## config.mk

```make
export PLATFORM = sky130hd
export DESIGN_NAME = uart_frame_assembler
export DESIGN_NICKNAME = d
export VERILOG_FILES = /design/src/rtl/uart_frame_assembler.sv
export SDC_FILE = /design/constraint.sdc
export NUM_CORES = 1
export LEC_CHECK = 0
export ABC_AREA = 1
export CELL_PAD_IN_SITES_DETAIL_PLACEMENT = 0
export CELL_PAD_IN_SITES_GLOBAL_PLACEMENT = 2
export CORE_MARGIN = 4
export CORE_UTILIZATION = 31
export DETAILED_ROUTE_END_ITERATION = 10
export PLACE_DENSITY_LB_ADDON = 0.25
export SETUP_SLACK_MARGIN = 0.4
export SKIP_LAST_GASP = 1
export SLEW_MARGIN = 20
export SYNTH_ARGS = -nofsm -noshare
export SYNTH_HDL_FRONTEND = slang
export SYNTH_SLANG_ARGS = --single-unit
```

## constraint.sdc

```tcl
create_clock -name i_clock -period 2.7 [get_ports i_clock]
set_clock_uncertainty 0.1 [all_clocks]
set_input_delay 0.675 -clock i_clock [delete_from_list [all_inputs] [get_ports i_clock]]
set_output_delay 0.675 -clock i_clock [all_outputs]
set_load 0.02 [all_outputs]
```

## src/rtl/uart_frame_assembler.sv

```systemverilog
// Assembles UART bytes into 8-byte command frames (opcode/addr/data) behind a one-frame valid/ready buffer.
// Optional: define UART_FRAME_CHECKSUM_EN for 9-byte frames with a trailing XOR checksum and an o_csum_err pulse.
module uart_frame_assembler #(
  parameter int UART_HZ        = 50000000,
  parameter int BAUDRATE       = 115200,
  parameter int TIMEOUT_CYCLES = (UART_HZ / BAUDRATE) * 10 * 2
) (
  input  logic        i_clock,
  input  logic        i_reset,
  input  logic        i_rx_done,
  input  logic [7:0]  i_rx_data,
  input  logic        i_frame_ready,
  output logic        o_frame_valid,
  output logic [15:0] o_opcode,
  output logic [15:0] o_addr,
  output logic [31:0] o_data,
  output logic        o_busy,
  output logic        o_timeout,
  output logic        o_overrun
`ifdef UART_FRAME_CHECKSUM_EN
  , output logic      o_csum_err
`endif
);

  typedef enum logic [0:0] {
    IDLE    = 1'b0,
    COLLECT = 1'b1
  } state_t;

`ifdef UART_FRAME_CHECKSUM_EN
  localparam logic [3:0] LAST_IDX = 4'd8;
`else
  localparam logic [3:0] LAST_IDX = 4'd7;
`endif
  localparam logic [31:0] TMO_LIMIT = 32'(TIMEOUT_CYCLES);
  localparam logic        TMO_EN    = (TIMEOUT_CYCLES != 0);

  state_t      state_r;
  logic [3:0]  count_r;
  logic [31:0] tmo_cnt_r;
  logic [63:0] asm_r;

  logic [63:0] asm_next_s;
  logic [63:0] frame_s;
  logic        frame_ok_s;
  logic        tmo_hit_s;

`ifdef UART_FRAME_CHECKSUM_EN
  logic [7:0]  csum_r;

  function automatic logic [7:0] csum_update(input logic [7:0] acc, input logic [7:0] b);
    return acc ^ b;
  endfunction
`endif

  // Next assembly value, frame candidate and timeout expiry detection
  always_comb begin
    asm_next_s = {asm_r[55:0], i_rx_data};
`ifdef UART_FRAME_CHECKSUM_EN
    // The checksum byte is compared, not shifted, so the frame is already in asm_r.
    frame_s    = asm_r;
    frame_ok_s = (csum_r == i_rx_data);
`else
    frame_s    = asm_next_s;
    frame_ok_s = 1'b1;
`endif
    tmo_hit_s  = TMO_EN && (state_r == COLLECT) && !i_rx_done &&
                 ((tmo_cnt_r + 32'd1) == TMO_LIMIT);
  end

  // Assembly FSM, timeout counter and output frame buffer
  always_ff @(posedge i_clock) begin
    if (i_reset) begin
      state_r       <= IDLE;
      count_r       <= 4'd0;
      tmo_cnt_r     <= 32'd0;
      asm_r         <= 64'd0;
      o_frame_valid <= 1'b0;
      o_opcode      <= 16'd0;
      o_addr        <= 16'd0;
      o_data        <= 32'd0;
      o_busy        <= 1'b0;
      o_timeout     <= 1'b0;
      o_overrun     <= 1'b0;
`ifdef UART_FRAME_CHECKSUM_EN
      csum_r        <= 8'd0;
      o_csum_err    <= 1'b0;
`endif
    end else begin
      o_timeout <= 1'b0;
      o_overrun <= 1'b0;
`ifdef UART_FRAME_CHECKSUM_EN
      o_csum_err <= 1'b0;
`endif
      if (o_frame_valid && i_frame_ready) begin
        o_frame_valid <= 1'b0;
      end

      case (state_r)
        IDLE: begin
          if (i_rx_done) begin
            asm_r     <= asm_next_s;
            count_r   <= 4'd1;
            tmo_cnt_r <= 32'd0;
            o_busy    <= 1'b1;
            state_r   <= COLLECT;
`ifdef UART_FRAME_CHECKSUM_EN
            csum_r    <= i_rx_data;
`endif
          end
        end
        COLLECT: begin
          if (i_rx_done) begin
            tmo_cnt_r <= 32'd0;
            if (count_r == LAST_IDX) begin
              count_r <= 4'd0;
              asm_r   <= 64'd0;
              o_busy  <= 1'b0;
              state_r <= IDLE;
              if (frame_ok_s) begin
                // A transfer in this same cycle frees the buffer for the new frame.
                if (!o_frame_valid || i_frame_ready) begin
                  o_frame_valid <= 1'b1;
                  o_opcode      <= frame_s[63:48];
                  o_addr        <= frame_s[47:32];
                  o_data        <= frame_s[31:0];
                end else begin
                  o_overrun <= 1'b1;
                end
              end else begin
`ifdef UART_FRAME_CHECKSUM_EN
                o_csum_err <= 1'b1;
`endif
              end
            end else begin
              asm_r   <= asm_next_s;
              count_r <= count_r + 4'd1;
`ifdef UART_FRAME_CHECKSUM_EN
              csum_r  <= csum_update(csum_r, i_rx_data);
`endif
            end
          end else if (tmo_hit_s) begin
            count_r   <= 4'd0;
            tmo_cnt_r <= 32'd0;
            asm_r     <= 64'd0;
            o_busy    <= 1'b0;
            o_timeout <= 1'b1;
            state_r   <= IDLE;
          end else begin
            tmo_cnt_r <= tmo_cnt_r + 32'd1;
          end
        end
        default: begin
          state_r   <= IDLE;
          count_r   <= 4'd0;
          tmo_cnt_r <= 32'd0;
          o_busy    <= 1'b0;
        end
      endcase
    end
  end

endmodule

```

# Word-level counts from Yosys, hierarchy flattened
# Index checks and enable logic that the tools add are counted.
dict set report op_classes {
  n_reduce_logical 11
  eq_ne 5
  bitwise 3
  add_sub_neg 2
  n_mux 31
}
# op count
set op_table {}
lappend op_table {{56-bit two-way mux} 4}
lappend op_table {{56-bit case mux with 2 select lines} 1}
lappend op_table {{32-bit two-way mux} 3}
lappend op_table {{32-bit case mux with 2 select lines} 1}
lappend op_table {{32-bit by 1-bit adder with 32-bit output (second input constant)} 1}
lappend op_table {{32-bit by 14-bit == test with 1-bit output (second input constant)} 1}
lappend op_table {{4-bit two-way mux} 4}
lappend op_table {{1-bit two-way mux} 15}
lappend op_table {{4-bit case mux with 2 select lines} 1}
lappend op_table {{3-bit by 2-bit inequality test with 1-bit output (second input constant)} 2}
lappend op_table {{4-bit by 1-bit adder with 4-bit output (second input constant)} 1}
lappend op_table {{4-bit by 3-bit == test with 1-bit output (second input constant)} 1}
lappend op_table {{1-bit case mux with 2 select lines} 2}
lappend op_table {{4-bit AND reduction} 1}
lappend op_table {{4-bit OR reduction} 1}
lappend op_table {{1-bit logical AND} 3}
lappend op_table {{1-bit inverter} 3}
lappend op_table {{3-bit AND reduction} 1}
lappend op_table {{3-bit OR reduction} 1}
lappend op_table {{1-bit logical NOT} 2}
lappend op_table {{2-bit inequality test (second input constant)} 1}
lappend op_table {{2-bit AND reduction} 1}
lappend op_table {{1-bit logical OR} 1}
dict set report word_totals {
  output_inout_bits 68
  elab_cells 63
  input_bits 12
  ff_bits 161
}

# Logic depth before layout (Yosys ltp)
dict set report depth {
  ltp_word 6
  mapped_depth 18
  depth_no_buf 17
}

# Least setup slack after synthesis
# No wires, ideal clock.
dict set report synth_path {
  kind {flip-flop to flip-flop}
  startpoint {register tmo_cnt_r[0]}
  endpoint {register asm_r[11]}
  required_ns 2.488
  path_stages_with_launch 18
  arrival_ns 2.167
  path_slack_ns 0.321
  path_buffers 1
  synth_period_minus_slack_ns 2.379
  setup_ns 0.112
  path_cell_list {dfxtp_1 > ha_1 > nand2_1 > nor2_2 > nand2_2 > nor2_4 > nand2_1 > nand2_1 > nand2_1 > nor2_1 > nand2_1 > nor2_1 > nand3_2 > nand2_4 > nand2_4 > buf_6 > nor2_2 > nor2_1}
}
dict set report synth_via {
  elab_chain_len 5
}
# item line_no
set synth_lines {}
lappend synth_lines {{from (decl)} 40} ;# logic [31:0] tmo_cnt_r;
lappend synth_lines {{from (signal assigned)} 150} ;# tmo_cnt_r <= tmo_cnt_r + 32'd1;
lappend synth_lines {{32-bit by 1-bit adder with 32-bit output} 68} ;# ((tmo_cnt_r + 32'd1) == TMO_LIMIT);
lappend synth_lines {{32-bit by 14-bit == test with 1-bit output} 68}
lappend synth_lines {{1-bit logical AND} 67} ;# tmo_hit_s = TMO_EN && (state_r == COLLECT) && !i_rx_done &&
lappend synth_lines {{3-bit by 2-bit inequality test with 1-bit output (no source line)} -}
lappend synth_lines {{2-bit AND reduction (no source line)} -}
lappend synth_lines {{to (signal assigned)} 102} ;# asm_r <= asm_next_s;
lappend synth_lines {{to (signal assigned)} 136} ;# asm_r <= asm_next_s;
lappend synth_lines {{to (decl)} 41} ;# logic [63:0] asm_r;
# No other way between the ends.
# A chain may end at the register's enable or synchronous reset.

# Worst setup path in the final report
dict set report layout_path {
  startpoint {register tmo_cnt_r[0]}
  endpoint {register count_r[3]}
}
dict set report layout_via {
  elab_chain_len 5
}
# item line_no
set layout_lines {}
lappend layout_lines {{32-bit by 1-bit adder with 32-bit output} 68}
lappend layout_lines {{32-bit by 14-bit == test with 1-bit output} 68}
lappend layout_lines {{1-bit logical AND} 67}
lappend layout_lines {{3-bit by 2-bit inequality test with 1-bit output (no source line)} -}
lappend layout_lines {{2-bit AND reduction (no source line)} -}
lappend layout_lines {{to (signal assigned)} 137} ;# count_r <= count_r + 4'd1;
lappend layout_lines {{to (decl)} 39} ;# logic [3:0] count_r;
# No other way between the ends.

==> reports/metrics.cfg <==
[floorplan]
rows = 57
pin_count = 80
die_h_um = 166.3
start_util_pct = 31.75
die_area_mm2 = 0.02765
die_x_um = 166.3
core_area_mm2 = 0.02446

[route]
via_per_inst = 4.600
drc = 0
drtAntennaViolNets = 0
dr.first_iter.drc_count = 395
drt-total-wl_um = 23420
dr_total_vias = 7511
drt_pass1_iterations = 4
routedWlPerCell_um = 14.34

[timing]
report.final.slew_viol_count = 0
hold_violations = 0
worst_pin_slew_ns = 0.5010
rsz0062_at_grt = true
max_freq_mhz = 413.1
setup_tns_ns = 0
min_period_ns = 2.421
relSlewSlack_pct = 66.55
setup_violations = 0
period_share_pct = 89.66

[logic_synthesis]
yosysUniqueCellTypes = 29
syn_area_per_cell_um2 = 6.532
yosysSeqAreaShare_pct = 41.50
synth_flop_cell = dfxtp_1
syn-num-nets = 1204
synth-edff-count = 0
yosys_warnings = 0
async_flop_share_pct = 0
synth-seq-cells = 161
syn_inst = 1189
netlist_area_mm2 = 0.007766

[pwr]
power_density_mw_per_mm2 = 528.5
ir_worst_vdd_mv = 0.3033
power.leakage_uw = 0.004043

[cells_and_area]
final_cells = 1633
area_growth_pct = 32.87
postLayoutCoreUtil_pct = 42.18
antenna_cells = 0
multi_input_comb_area_mm2 = 0.003990
ff_latch_area_mm2 = 0.003283
design_area_mm2 = 0.01032
finalNetCount = 1311
nFillCells = 2651
layout-drive-gt1-share_pct = 18.18
layout_common_cells = nand2_1, nor2_1, inv_1, dfxtp_1, nand3_1
final_common_cell = nand2_1

[worst_setup_path]
worst_setup_path_start_kind = flop
cp.arrival_ns = 2.65
required_ns = 2.93
reg2reg_from = tmo_cnt_r[0]$_SDFFE_PP0P_
crit_start = tmo_cnt_r[0]$_SDFFE_PP0P_
crit_path_end_kind = flop
worstSetupPathType = flop to flop
path_max_fanout = 11

[clock_tree]
htreeDepth = 4
path_clk_slew_ns = 0.07
numCtsBuffers = 17
root_buffer = clkbuf_16
clk_path_buf_depth = 2
cts.sinks = 161
cts_tree = done
clock_latency_ns = 0.44

[global_route]
grt_use_total_pct = 17.05
grt_antenna_before_repair = 0
grt_overflow = 0
grt_pass1_vias = 7440
grt_max_degree = 60
grt_pass1_wl_um = 38980

[status]
outcome = finished, final reports clean

[run]
drv_cap = 0

[placement]
hpwl_um = 16170
dp_cells = 1581
placed_cell_area_mm2 = 0.009191
io_buffer_count = 79
gp_congestion = 0.8184

[min_path]
min-delay-path-class = flop to flop
worstHoldStart = o_opcode[7]$_SDFFE_PP0P_

[per-stage QoR]
step	total power, uW	hold WS (ns)	setup WS, ns
final	5454	0.3446	0.2791
after global routing	5742	0.3645	0.1468
after CTS	5537	0.3451	0.2856
after detailed placement	3078	0.3333	0.03107
after global placement	3081	0.3315	0.01698
after floorplan	2890	0.3490	0.4616
[where the power goes]
part	internal [uW]	switching (uW)
sequential	2440	59.4
clock	1250	1170
combinational	213	331
total	3900	1560
[metal layers]
metal	global-route usage (%)	up-vias	share of wire [%]
met2	27.50	122	45
met4	4.589	0	1.5
met1	23.12	3414	48
met5	0	-	0
li1	-	3948	-
met3	3.832	27	5.0
[kinds of logic (layout without fill, tap and decap cells)]
kind of cell | count (synthesis) | count (layout) | share of synthesized area [%]
flops | 161 | 161 | 41.50
buf+inv | 218 | 337 | 11.26
simple gates | 630 | 631 | 35.15
xor+xnor | 4 | 4 | 0.4512
fa+ha+maj | 3 | 3 | 0.4834
compound gates | 173 | 173 | 11.15
[registers in the layout (all words and copies together), names as in the netlist]
signal	cells
o_addr	16
o_frame_valid	1
state_r	1
o_busy	1
o_data	32
asm_r	56
o_timeout	1
count_r	4
tmo_cnt_r	32
o_overrun	1
o_opcode	16
[repair_timing]
item	CTS	global route
setup buffers	15	4
gates cloned	1	0
pin swaps	9	24
setup endpoints to repair	71	76
gates resized for setup	72	61
hold buffers	0	0
[path summary, 6_finish.rpt]
check | endpoint | cells after the start | slack (ns)
max | count_r[3]$_SDFFE_PP0P_ | 14 | 0.28
min | o_opcode[7]$_SDFFE_PP0P_ | 2 | 0.34
max reg2reg | count_r[3]$_SDFFE_PP0P_ | 14 | 0.28
min reg2reg | o_opcode[7]$_SDFFE_PP0P_ | 2 | 0.34
[worst max-delay path, cell delays in order (launching register included)]
cell     delay (ns)
dfxtp_4        0.36
ha_4           0.17
buf_6          0.13
xor2_1         0.15
nor2_1         0.10
nand2_1        0.08
nor2_1         0.23
nand4_1        0.16
nor2_2         0.16
nand3_2        0.13
nand2_4        0.16
nand2_8        0.10
buf_12         0.16
nor2_1         0.08
nor2_1         0.05
[cells in the mapped netlist, types with 2 or more instances]
cell        n  area (um2)
inv_2       4       15.01
nor2_2     24       150.1
dfxtp_1   161        3223
nand2_1   255       957.2
buf_4       4       30.03
inv_1     150       563.0
nand3b_1   12       90.09
buf_6       5       56.30
nand3_1   110       550.5
nand2_2     5       31.28
o21ai_1     2       10.01
clkbuf_1   37       138.9
xor2_1      3       26.28
nand2_4     3       33.78
nor3_1      6       30.03
a21oi_1   102       510.5
nor2_4      5       56.30
o21ai_0    69       345.3
nand4_1     9       56.30
buf_1      14       52.55
nor2_1    197       739.5
buf_2       3       15.01
ha_1        3       37.54
[final cells by class]
class	count	area share [%]
clock buffers	18	4.159
clock inverters	14	1.455
inverters	155	5.651
multi-input cells	811	38.67
flip-flops and latches	161	31.82
well taps	324	3.929
repair buffers	150	14.32
Note: power is estimated with default switching activity, not from simulation.
